--- config.mk ---
export PLATFORM = sky130hd
export DESIGN_NAME = keypad_entry
export DESIGN_NICKNAME = d
export VERILOG_FILES = /design/src/rtl/keypad_pkg.sv /design/src/rtl/keypad_scanner.sv /design/src/rtl/keypad_entry.sv
export SDC_FILE = /design/constraint.sdc
export NUM_CORES = 1
export LEC_CHECK = 0
export BUFFER_PORTS_ARGS = -buffer_cell sky130_fd_sc_hd__clkbuf_2
export CAP_MARGIN = 20
export CORE_MARGIN = 8
export CORE_UTILIZATION = 50
export CTS_BUF_LIST = sky130_fd_sc_hd__clkbuf_8
export CTS_CLUSTER_SIZE = 24
export DETAILED_ROUTE_END_ITERATION = 8
export PLACE_DENSITY_LB_ADDON = 0.25
export SLEW_MARGIN = 5
export SYNTH_ARGS = -nofsm -noshare
export SYNTH_HDL_FRONTEND = slang
export SYNTH_SLANG_ARGS = --single-unit
--- constraint.sdc ---
create_clock -name clk_100mhz -period 11.8 [get_ports clk_100mhz]
set_clock_uncertainty 0.05 [all_clocks]
set_input_delay 2.95 -clock clk_100mhz [delete_from_list [all_inputs] [get_ports clk_100mhz]]
set_output_delay 2.95 -clock clk_100mhz [all_outputs]
set_load 0.02 [all_outputs]
--- src/rtl/keypad_pkg.sv ---
// keypad_pkg: key codes, entry limits and the row/column to key-code map
// shared by the keypad scanner and the entry accumulator.
package keypad_pkg;

   localparam logic [3:0] KEY_A    = 4'd10;
   localparam logic [3:0] KEY_B    = 4'd11;
   localparam logic [3:0] KEY_C    = 4'd12;
   localparam logic [3:0] KEY_D    = 4'd13;
   localparam logic [3:0] KEY_STAR = 4'd14;
   localparam logic [3:0] KEY_HASH = 4'd15;

   // All sixteen 4-bit codes are real keys, so "no key" needs a fifth bit.
   localparam logic [4:0] KEY_NONE = 5'h10;

   localparam int MAX_DIGITS = 4;

   typedef enum logic {
      ST_RELEASED,
      ST_HELD
   } deb_state_t;

   function automatic logic [3:0] key_map(
      input logic [1:0] row,
      input logic [1:0] col
   );
      logic [3:0] code;
      case ({row, col})
         4'h0: code = 4'd1;
         4'h1: code = 4'd2;
         4'h2: code = 4'd3;
         4'h3: code = KEY_A;
         4'h4: code = 4'd4;
         4'h5: code = 4'd5;
         4'h6: code = 4'd6;
         4'h7: code = KEY_B;
         4'h8: code = 4'd7;
         4'h9: code = 4'd8;
         4'hA: code = 4'd9;
         4'hB: code = KEY_C;
         4'hC: code = KEY_STAR;
         4'hD: code = 4'd0;
         4'hE: code = KEY_HASH;
         default: code = KEY_D;
      endcase
      return code;
   endfunction

endpackage

--- src/rtl/keypad_scanner.sv ---
// keypad_scanner: drives one active-low column per slot, synchronises the
// rows, captures a 16-key matrix per scan and debounces it into one strobe
// per clean keypress.
// Ports: clk_100mhz, reset (async, active-high), col_n[3:0] out,
//        row_n[3:0] in, key_strobe out, key_code[3:0] out.
module keypad_scanner
   import keypad_pkg::*;
#(
   parameter int SCAN_DIV     = 100000,
   parameter int DEBOUNCE_CNT = 5
) (
   input  logic       clk_100mhz,
   input  logic       reset,
   output logic [3:0] col_n,
   input  logic [3:0] row_n,
   output logic       key_strobe,
   output logic [3:0] key_code
);

   localparam int DW = $clog2(SCAN_DIV);
   localparam int CW = $clog2(DEBOUNCE_CNT + 1);
   localparam logic [DW-1:0] DIV_LAST = DW'(SCAN_DIV - 1);
   localparam logic [CW-1:0] CNT_MAX  = CW'(DEBOUNCE_CNT);

   logic [DW-1:0] div_q;
   logic [1:0]    col_q;
   logic [3:0]    sync1_q;
   logic [3:0]    sync2_q;
   logic [15:0]   mat_q;
   logic [4:0]    prev_q;
   logic [CW-1:0] cnt_q;
   logic [CW-1:0] cnt_d;
   deb_state_t    state_q;
   deb_state_t    state_d;
   logic          strobe_d;
   logic [3:0]    code_d;

   logic          slot_end;
   logic          scan_end;
   logic [15:0]   mat_full;
   logic [4:0]    hits;
   logic [3:0]    hit_code;
   logic [4:0]    cand;
   logic          stable;

   assign slot_end = (div_q == DIV_LAST);
   assign scan_end = slot_end && (col_q == 2'd3);
   assign col_n    = ~(4'b0001 << col_q);

   always_ff @(posedge clk_100mhz or posedge reset) begin
      if (reset) begin
         div_q   <= '0;
         col_q   <= 2'd0;
         sync1_q <= 4'hF;
         sync2_q <= 4'hF;
         mat_q   <= '0;
      end else begin
         sync1_q <= row_n;
         sync2_q <= sync1_q;
         if (slot_end) begin
            div_q <= '0;
            col_q <= col_q + 2'd1;
            mat_q[{col_q, 2'b00} +: 4] <= ~sync2_q;
         end else begin
            div_q <= div_q + DW'(1);
         end
      end
   end

   // Column 3 is sampled in the same cycle the scan is judged, so its
   // rows come straight from the synchroniser rather than the matrix.
   always_comb begin
      mat_full        = mat_q;
      mat_full[15:12] = ~sync2_q;
      hits            = '0;
      hit_code        = '0;
      for (int i = 0; i < 16; i++) begin
         if (mat_full[i]) begin
            hits     = hits + 5'd1;
            hit_code = key_map(2'(i), 2'(i >> 2));
         end
      end
      cand = (hits == 5'd1) ? {1'b0, hit_code} : KEY_NONE;
   end

   always_comb begin
      if (cand != prev_q) begin
         cnt_d = CW'(1);
      end else if (cnt_q == CNT_MAX) begin
         cnt_d = cnt_q;
      end else begin
         cnt_d = cnt_q + CW'(1);
      end
      stable = (cnt_d == CNT_MAX);
   end

   always_comb begin
      state_d  = state_q;
      strobe_d = 1'b0;
      code_d   = key_code;
      if (scan_end) begin
         unique case (state_q)
            ST_RELEASED: begin
               if (cand != KEY_NONE && stable) begin
                  state_d  = ST_HELD;
                  strobe_d = 1'b1;
                  code_d   = cand[3:0];
               end
            end
            ST_HELD: begin
               if (cand == KEY_NONE && stable) begin
                  state_d = ST_RELEASED;
               end
            end
            default: state_d = ST_RELEASED;
         endcase
      end
   end

   always_ff @(posedge clk_100mhz or posedge reset) begin
      if (reset) begin
         state_q    <= ST_RELEASED;
         prev_q     <= KEY_NONE;
         cnt_q      <= '0;
         key_strobe <= 1'b0;
         key_code   <= 4'd0;
      end else begin
         state_q    <= state_d;
         key_strobe <= strobe_d;
         key_code   <= code_d;
         if (scan_end) begin
            prev_q <= cand;
            cnt_q  <= cnt_d;
         end
      end
   end

endmodule

--- src/rtl/keypad_entry.sv ---
// keypad_entry: scans a 4x4 keypad and assembles up to four decimal digits
// into a binary entry committed with '#'; '*' clears the entry.
// Ports: clk_100mhz, reset (async, active-high), col_n/row_n keypad pins,
//        key_strobe/key_code, value, digit_count, entry_value, entry_valid.
// Build option: KEYPAD_BACKSPACE_EN makes 'D' delete the last digit.
module keypad_entry
   import keypad_pkg::*;
#(
   parameter int SCAN_DIV     = 100000,
   parameter int DEBOUNCE_CNT = 5
) (
   input  logic        clk_100mhz,
   input  logic        reset,
   output logic [3:0]  col_n,
   input  logic [3:0]  row_n,
   output logic        key_strobe,
   output logic [3:0]  key_code,
   output logic [15:0] value,
   output logic [2:0]  digit_count,
   output logic [15:0] entry_value,
   output logic        entry_valid
);

   localparam logic [2:0] DIG_MAX = 3'(MAX_DIGITS);

   logic [13:0] val_q;
   logic [13:0] val_d;
   logic [2:0]  cnt_q;
   logic [2:0]  cnt_d;
   logic [13:0] ent_q;
   logic [13:0] ent_d;
   logic        ev_q;
   logic        ev_d;
   logic        is_digit;

   keypad_scanner #(
      .SCAN_DIV     (SCAN_DIV),
      .DEBOUNCE_CNT (DEBOUNCE_CNT)
   ) u_scanner (
      .clk_100mhz (clk_100mhz),
      .reset      (reset),
      .col_n      (col_n),
      .row_n      (row_n),
      .key_strobe (key_strobe),
      .key_code   (key_code)
   );

   assign is_digit    = (key_code <= 4'd9);
   assign value       = {2'b00, val_q};
   assign digit_count = cnt_q;
   assign entry_value = {2'b00, ent_q};
   assign entry_valid = ev_q;

   always_comb begin
      val_d = val_q;
      cnt_d = cnt_q;
      ent_d = ent_q;
      ev_d  = 1'b0;
      if (key_strobe) begin
         unique case (1'b1)
            is_digit: begin
               if (cnt_q < DIG_MAX) begin
                  val_d = val_q * 14'd10 + {10'd0, key_code};
                  cnt_d = cnt_q + 3'd1;
               end
            end
            (key_code == KEY_STAR): begin
               val_d = '0;
               cnt_d = '0;
            end
            (key_code == KEY_HASH): begin
               if (cnt_q != 3'd0) begin
                  ent_d = val_q;
                  ev_d  = 1'b1;
                  val_d = '0;
                  cnt_d = '0;
               end
            end
`ifdef KEYPAD_BACKSPACE_EN
            (key_code == KEY_D): begin
               if (cnt_q != 3'd0) begin
                  val_d = val_q / 14'd10;
                  cnt_d = cnt_q - 3'd1;
               end
            end
`endif
            default: ;
         endcase
      end
   end

   always_ff @(posedge clk_100mhz or posedge reset) begin
      if (reset) begin
         val_q <= '0;
         cnt_q <= '0;
         ent_q <= '0;
         ev_q  <= 1'b0;
      end else begin
         val_q <= val_d;
         cnt_q <= cnt_d;
         ent_q <= ent_d;
         ev_q  <= ev_d;
      end
   end

endmodule

==> results.yml, run 1 <==
drt:
  drt_wl_total_um: 12600
  drt_iter0_drc: 199
  drcViolationCount: 0
  ant_nets: 0
  first_pass_iters: 4
  num_vias: 4750
  routedWlPerCell_um: 14.5
  drt-vias-per-instance: 5.46
grt:
  grt.total_usage: 0.161
  antenna_found_initial: 0
  grt_overflow: 0
  grt_max_degree: 86
  grt_pass1_wl_um: 21700
  first_global_vias: 4715
place:
  routabilityCongestion: 0.847
  portBuffers: 46
  dp_cells: 853
  dpl.hpwl_um: 9400
  post-place-ws_ns: 1.61
clock_network:
  htreeDepth: 3
  clk_transition_reported_paths_ns: 0.09
  cts_resized: 0
  hold_buffers: 0
  cts_tree: "yes"
  post-cts-setup-buffer-count: 0
  cts_root_buf: "clkbuf_8"
  cts_sinks: 85
  clockBufferDepth: 2
  cts_buffers: 9
  clk_latency_ns: 0.36
cells_and_area:
  drive_gt1_frac: 0.165
  fin_cells: 870
  syn_to_final_growth_pct: 8.60
  final_cell_mix: "100 x nand2_1, 76 x dfrtp_1, 48 x ha_1"
  final_common_cell: "nand2_1"
  layout.nets: 753
  n_antenna_cell: 0
worst_setup_path:
  r2r_cells: 46
  critPathKind: "reg2reg"
  cp_slowest_cell: "or3_1"
  slowest_delay_ns: 0.49
  end_kind: "register"
  cp.required_ns: 12.00
  arrival_ns: 10.40
  cp.depth: 46
  critPathTopFamily: "adder cells"
  crit_path_frequent_cell: "ha_1"
  path_buf_inv: 4
  path_max_fanout: 9
  crit_path_start_kind: "register"
sta:
  layout_setup_ws_ns: 1.61
  fin_tns_setup_ns: 0
  worst-slew-pin-transition_ns: 0.936
  rsz0062_at_grt: "false"
  clock.fmax_ghz: 0.0981
  slew_violations: 0
  hold_viol_final: 0
  post-route-min-period_ns: 10.19
  slew_headroom: 0.368
  finalCritPeriodShare: 0.864
  finalSetupViolations: 0
floorplanning:
  die_area_mm2: 0.0162
  chipHeight_um: 127
  core_area_mm2: 0.0121
  die_x_um: 127
  start_util: 0.514
  ioPinCount: 51
  rows: 40
status:
  outcome: "complete, no violations"
yosys:
  synth.avg_cell_area_um2: 9.38
  synth.largest_area_cell: "dfrtp_1"
  synth-seq-cells: 85
  syn_inst: 661
  yosys.cell_types.count: 76
  synth_edf_count: 0
  yosysTopAreaCellShare: 0.307
  synthFlopType: "dfrtp_1"
  async_flop_share: 1.00
  syn-cell-area_mm2: 0.00620
  ys_seq_area_frac: 0.345
  synth_area_leaders: "dfrtp_1 31%, ha_1 9.7%, nand2_1 6.1%"
  yosysWarnings: 0
power:
  p_leak_uw: 0.00319
  peakVddDrop_mv: 0.0732
  power_density_mw_per_mm2: 75.4
hold_path:
  holdPathStages: 0
  hold_class: "reg2reg"
run:
  maxCapViolCount: 0
-- cell families after synthesis --
group / Yosys count / share of synthesized area
AOI/OAI and AO/OA: 119 / 0.129
DFF: 85 / 0.345
adders and majority gates: 50 / 0.103
muxes: 28 / 0.0507
and+or+nand+nor: 233 / 0.180
xor gates and xnor gates: 82 / 0.148
other: 1 / 0.000605
buffers and inverters: 63 / 0.0444
-- final cells by class --
type | instances | area (um2)
multi-input combinational | 516 | 3800
tap | 168 | 210
timing repair buffer | 49 | 273
clock buffer | 10 | 138
fill | 1085 | 5330
inverter | 36 | 136
clock inverter | 6 | 40.0
sequential | 85 | 2140
-- final timing paths --
check / from / to / slack [ns]
min in group asynchronous: reset / ent_q[1] / 2.54
min: u_scanner.sync1_q[1] / u_scanner.sync2_q[1] / 0.31
max: u_scanner.mat_q[1] / u_scanner.key_code[3] / 1.61
max in group asynchronous: reset / u_scanner.sync1_q[0] / 8.51
max reg2reg: u_scanner.mat_q[1] / u_scanner.key_code[3] / 1.61
min reg2reg: u_scanner.sync1_q[1] / u_scanner.sync2_q[1] / 0.31
-- cell usage after synthesis (all sizes together), types with 16 or more instances --
cell type / count
a21oi: 25
dfrtp: 76
ha: 48
inv: 34
mux2: 21
nand2: 101
nand3: 25
nor2: 37
o21ai: 34
o31ai: 16
xnor2: 41
xor2: 35
-- power breakdown --
part | internal [uW] | switching, uW | total, uW | leakage, uW
clock | 81.9 | 107 | 189 | 0.0000915
combinational | 7.62 | 15.0 | 22.6 | 0.00195
sequential | 294 | 2.74 | 296 | 0.00114
-- registers in the layout, summed over array words and instances (netlist names), named ones only --
name,count
ent_q,14
u_scanner.key_strobe,1
digit_count,3
u_scanner.key_code,4
u_scanner.sync2_q,4
u_scanner.col_q,2
val_q,14
u_scanner.prev_q,5
u_scanner.cnt_q,3
u_scanner.div_q,17
entry_valid,1
u_scanner.mat_q,12
u_scanner.sync1_q,4
-- layer usage --
layer	wire length, um	GRT usage
met5	0	0
met4	233	0.0588
met3	374	0.0266
met2	6370	0.287
met1	5670	0.191
-- through the flow --
stage | total power [uW] | utilization | area, um2 | hold WS (ns)
2_1_floorplan | 319 | - | 6210 | 0.295
3_3_place_gp | 323 | 0.541 | 6530 | 0.299
3_5_place_dp | 324 | 0.541 | 6530 | 0.299
4_1_cts | 514 | 0.556 | 6710 | 0.310
5_1_grt | 529 | 0.558 | 6730 | 0.311
6_report | 508 | 0.558 | 6730 | 0.308
(Power assumes the default switching activity.)
==> run 2: changes to the inputs <==
- CTS_BUF_LIST: sky130_fd_sc_hd__clkbuf_8 -> sky130_fd_sc_hd__clkbuf_4
==> results.yml, run 2 (synthesis gave the netlist of run 1 again) <==
status:
  outcome: "complete, no violations"
drt:
  drcViolationCount: 0
  drt_iter0_drc: 282
  first_pass_iters: 4
  ant_nets: 0
  drt_wl_total_um: 12600
  num_vias: 4771
  routedWlPerCell_um: 14.5
  drt-vias-per-instance: 5.48
sta:
  slew_violations: 0
  finalSetupViolations: 0
  finalCritPeriodShare: 0.865
  slew_headroom: 0.404
  hold-worst-slack_ns: 0.313
  worst-slew-pin-transition_ns: 0.883
  fin_tns_setup_ns: 0
  rsz0062_at_grt: "false"
  clock.fmax_ghz: 0.0979
  post-route-min-period_ns: 10.21
  hold_viol_final: 0
worst_setup_path:
  end_kind: "register"
  critPathKind: "reg2reg"
  cp_slowest_cell: "or3_1"
  critPathTopFamily: "adder cells"
  arrival_ns: 10.50
  crit_path_start_kind: "register"
  cp.required_ns: 12.09
  path_max_fanout: 9
  slowest_delay_ns: 0.49
  path_buf_inv: 4
  crit_path_frequent_cell: "ha_1"
floorplanning:
  chipHeight_um: 127
  ioPinCount: 51
  die_x_um: 127
  core_area_mm2: 0.0121
  start_util: 0.514
  rows: 40
  die_area_mm2: 0.0162
place:
  portBuffers: 46
  dpl.hpwl_um: 9400
  place_area_mm2: 0.00653
  routabilityCongestion: 0.847
grt:
  grt_max_degree: 86
  grt.total_usage: 0.161
  grt_pass1_wl_um: 21700
  antenna_found_initial: 0
  first_global_vias: 4733
  grt_overflow: 0
run:
  maxCapViolCount: 0
cells_and_area:
  largest_reg_flops: 17
  final_cell_mix: "100 x nand2_1, 76 x dfrtp_1, 48 x ha_1"
  design_area_mm2: 0.00667
  regMostFlops: "u_scanner.div_q"
  final_util: 0.553
  final_common_cell: "nand2_1"
  drive_gt1_frac: 0.167
  n_antenna_cell: 0
  largestRegisters: "u_scanner.div_q (17), ent_q (14), val_q (14)"
  layout.nets: 753
  syn_to_final_growth_pct: 7.65
clock_network:
  cts_tree: "yes"
  cts_buffers: 9
  cts_root_buf: "clkbuf_4"
  clockBufferDepth: 2
  cts_resized: 0
  htreeDepth: 3
  clk_latency_ns: 0.44
  cts_sinks: 85
  post-cts-setup-buffer-count: 0
  clk_transition_reported_paths_ns: 0.14
  hold_buffers: 0
power:
  total_power_uw: 468
  power_density_mw_per_mm2: 70.1
  peakVddDrop_mv: 0.0770
  p_leak_uw: 0.00315
hold_path:
  hold_class: "reg2reg"
==> run 2: layer usage <==
metal  track usage  part of all wire  up-vias
met2         0.290              0.50       89
met5             0                 0        -
li1              -                 -     2361
met3        0.0300             0.033       21
met1         0.189              0.45     2300
met4        0.0497             0.018        0
==> run 2: report_power, final <==
group	leakage, uW	total [uW]	internal [uW]	switching (uW)
Sequential	0.00114	297	294	2.75
Combinational	0.00195	22.6	7.62	14.9
Clock	0.0000611	149	48.5	100
Total	0.00315	468	350	118
==> run 2: path summary, 6_finish.rpt <==
| check | slack, ns | end | start | cells after the start |
|---|---|---|---|---|
| hold / removal | 0.31 | u_scanner.sync2_q[1] | u_scanner.sync1_q[1] | 0 |
| setup / recovery | 1.59 | u_scanner.key_code[3] | u_scanner.mat_q[1] | 46 |
| hold reg to reg | 0.31 | u_scanner.sync2_q[1] | u_scanner.sync1_q[1] | 0 |
| setup reg to reg | 1.59 | u_scanner.key_code[3] | u_scanner.mat_q[1] | 46 |
| min in group asynchronous | 2.46 | ent_q[1] | reset | 3 |
| max in group asynchronous | 8.58 | u_scanner.sync1_q[0] | reset | 4 |
==> run 2: per-stage QoR <==
step	cells	setup slack, ns
global placement	853	2.11
detailed placement	853	1.61
global route	870	0.909
floorplan	664	2.46
finish	870	1.59
CTS	869	1.58
==> run 2: final cells by class <==
class                      instances  area [um2]
clock buffer                      11        82.6
clock inverter                     5        36.3
fill                            1097        5390
inverter                          36         136
multi-input combinational        516        3800
sequential                        85        2140
tap                              168         210
timing repair buffer              49         273
==> run 3: changes to the inputs <==
- clock period: 11.8 -> 8.55 ns (I/O delays scaled with it)
==> results.yml, run 3 (synthesis gave the netlist of run 1 again) <==
power:
  power_frac_seq: 0.555
  peakVddDrop_mv: 0.108
  total_power_uw: 738
  power_density_mw_per_mm2: 99.5
  p_int_uw: 575
  p_switching_uw: 163
  p_leak_uw: 0.00349
  pwr-share-clk: 0.390
  pwr-share-comb: 0.054
  switching_share: 0.221
floorplanning:
  core_area_mm2: 0.0121
  start_util: 0.514
  ioPinCount: 51
  rows: 40
  die_area_mm2: 0.0162
  chipHeight_um: 127
  die_x_um: 127
sta:
  clock.fmax_ghz: 0.115
  hold_viol_final: 0
  finalSetupViolations: 7
  layout_setup_ws_ns: -0.142
  worst-slew-pin-transition_ns: 0.953
  hold-worst-slack_ns: 0.313
  slew_violations: 0
  slew_headroom: 0.357
  finalCritPeriodShare: 1.02
  rsz0062_at_grt: "true"
  post-route-min-period_ns: 8.69
grt:
  grt_max_degree: 48
  grt_overflow: 0
  first_global_vias: 5052
  antenna_found_initial: 0
  grt.total_usage: 0.172
  grt_pass1_wl_um: 23400
place:
  portBuffers: 46
  dpl.hpwl_um: 10000
  routabilityCongestion: 0.849
  dp_cells: 882
  place_area_mm2: 0.00684
drt:
  drt_wl_total_um: 13900
  drt-vias-per-instance: 5.39
  num_vias: 4972
  drt_iter0_drc: 365
  drcViolationCount: 0
  first_pass_iters: 5
  routedWlPerCell_um: 15.1
  ant_nets: 0
cells_and_area:
  regMostFlops: "u_scanner.div_q"
  drive_gt1_frac: 0.281
  design_area_mm2: 0.00741
  final_cell_mix: "95 x nand2_1, 76 x dfrtp_1, 53 x buf_4"
  final_util: 0.615
  fin_cells: 923
  largestRegisters: "u_scanner.div_q (17), ent_q (14), val_q (14)"
  layout.nets: 807
  final_common_cell: "nand2_1"
  largest_reg_flops: 17
  n_antenna_cell: 0
  nFillCells: 1012
  syn_to_final_growth_pct: 19.6
worst_setup_path:
  cp.required_ns: 8.84
  cp_slowest_cell: "dfrtp_1"
  crit_path_frequent_cell: "ha_4"
  slowest_delay_ns: 0.42
  crit_path_start_kind: "register"
  arrival_ns: 8.98
  path_max_fanout: 3
  critPathKind: "reg2reg"
  end_kind: "register"
hold_path:
  hold_class: "reg2reg"
status:
  outcome: "complete, but fails checks"
  violations: "negative setup slack"
run:
  maxCapViolCount: 0
clock_network:
  clk_latency_ns: 0.44
  htreeDepth: 3
  cts_root_buf: "clkbuf_4"
  cts_sinks: 85
  cts_buffers: 9
  cts_tree: "yes"
  clockBufferDepth: 2
  hold_buffers: 0
  clk_transition_reported_paths_ns: 0.13
## run 3: timing repair
action / 4_1_cts / 5_1_grt
pin swaps: 14 / 12
setup endpoints to repair: 10 / 14
hold endpoints to repair: 0 / 0
setup buffers: 22 / 6
gates resized for setup: 17 / 25
## run 3: power groups by stage
stage	Sequential [uW]	Clock [uW]	Combinational [uW]
final	410	288	40.2
after global placement	417	0	33.8
after floorplan	414	0	30.3
after detailed placement	417	0	34.6
after global routing	410	308	44.7
after CTS	410	296	37.7
## run 3: routing by layer
| metal | share of wire | track usage | up-vias | routed length, um |
|---|---|---|---|---|
| met5 | 0 | 0 | - | 0 |
| met4 | 0.022 | 0.0574 | 0 | 303 |
| met3 | 0.032 | 0.0345 | 28 | 452 |
| met2 | 0.51 | 0.307 | 102 | 7150 |
| met1 | 0.43 | 0.203 | 2380 | 6020 |
| li1 | - | - | 2462 | - |
## run 3: worst paths after layout
path                                           start               endpoint  slack [ns]  cells after the start
worst max-delay path              u_scanner.mat_q[1]  u_scanner.key_code[3]       -0.14                     46
worst min-delay path            u_scanner.sync1_q[1]   u_scanner.sync2_q[1]        0.31                      0
worst max register to register    u_scanner.mat_q[1]  u_scanner.key_code[3]       -0.14                     46
worst min register to register  u_scanner.sync1_q[1]   u_scanner.sync2_q[1]        0.31                      0
max in group asynchronous                      reset     u_scanner.div_q[3]        5.75                      3
min in group asynchronous                      reset               ent_q[2]        1.68                      2
## run 3: critical path: cells and delay by family, from the launching register on
family	cells	cell delay [ns]
AOI/OAI and AO/OA	10	1.33
buffers and inverters	4	0.26
and+or+nand+nor	10	1.13
DFF	1	0.42
muxes	5	1.38
adders and majority gates	14	3.50
xor gates and xnor gates	3	0.50
## run 3: cell type report
| cell class | instances | area [um2] | share of cell area |
|---|---|---|---|
| Timing Repair Buffer | 103 | 673 | 0.0908 |
| Tap cell | 168 | 210 | 0.0283 |
| Inverter | 36 | 136 | 0.0184 |
| Clock buffer | 11 | 82.6 | 0.0111 |
| Sequential cell | 85 | 2140 | 0.288 |
| Clock inverter | 4 | 97.6 | 0.0132 |
| Multi-Input combinational cell | 516 | 4080 | 0.550 |
## run 3: through the flow
stage | setup TNS, ns | setup WS, ns
after floorplan | -0.950 | -0.314
after global placement | -0.157 | -0.0507
after detailed placement | -1.75 | -0.351
after CTS | -0.187 | -0.0618
after global routing | -3.91 | -0.473
final | -0.644 | -0.142
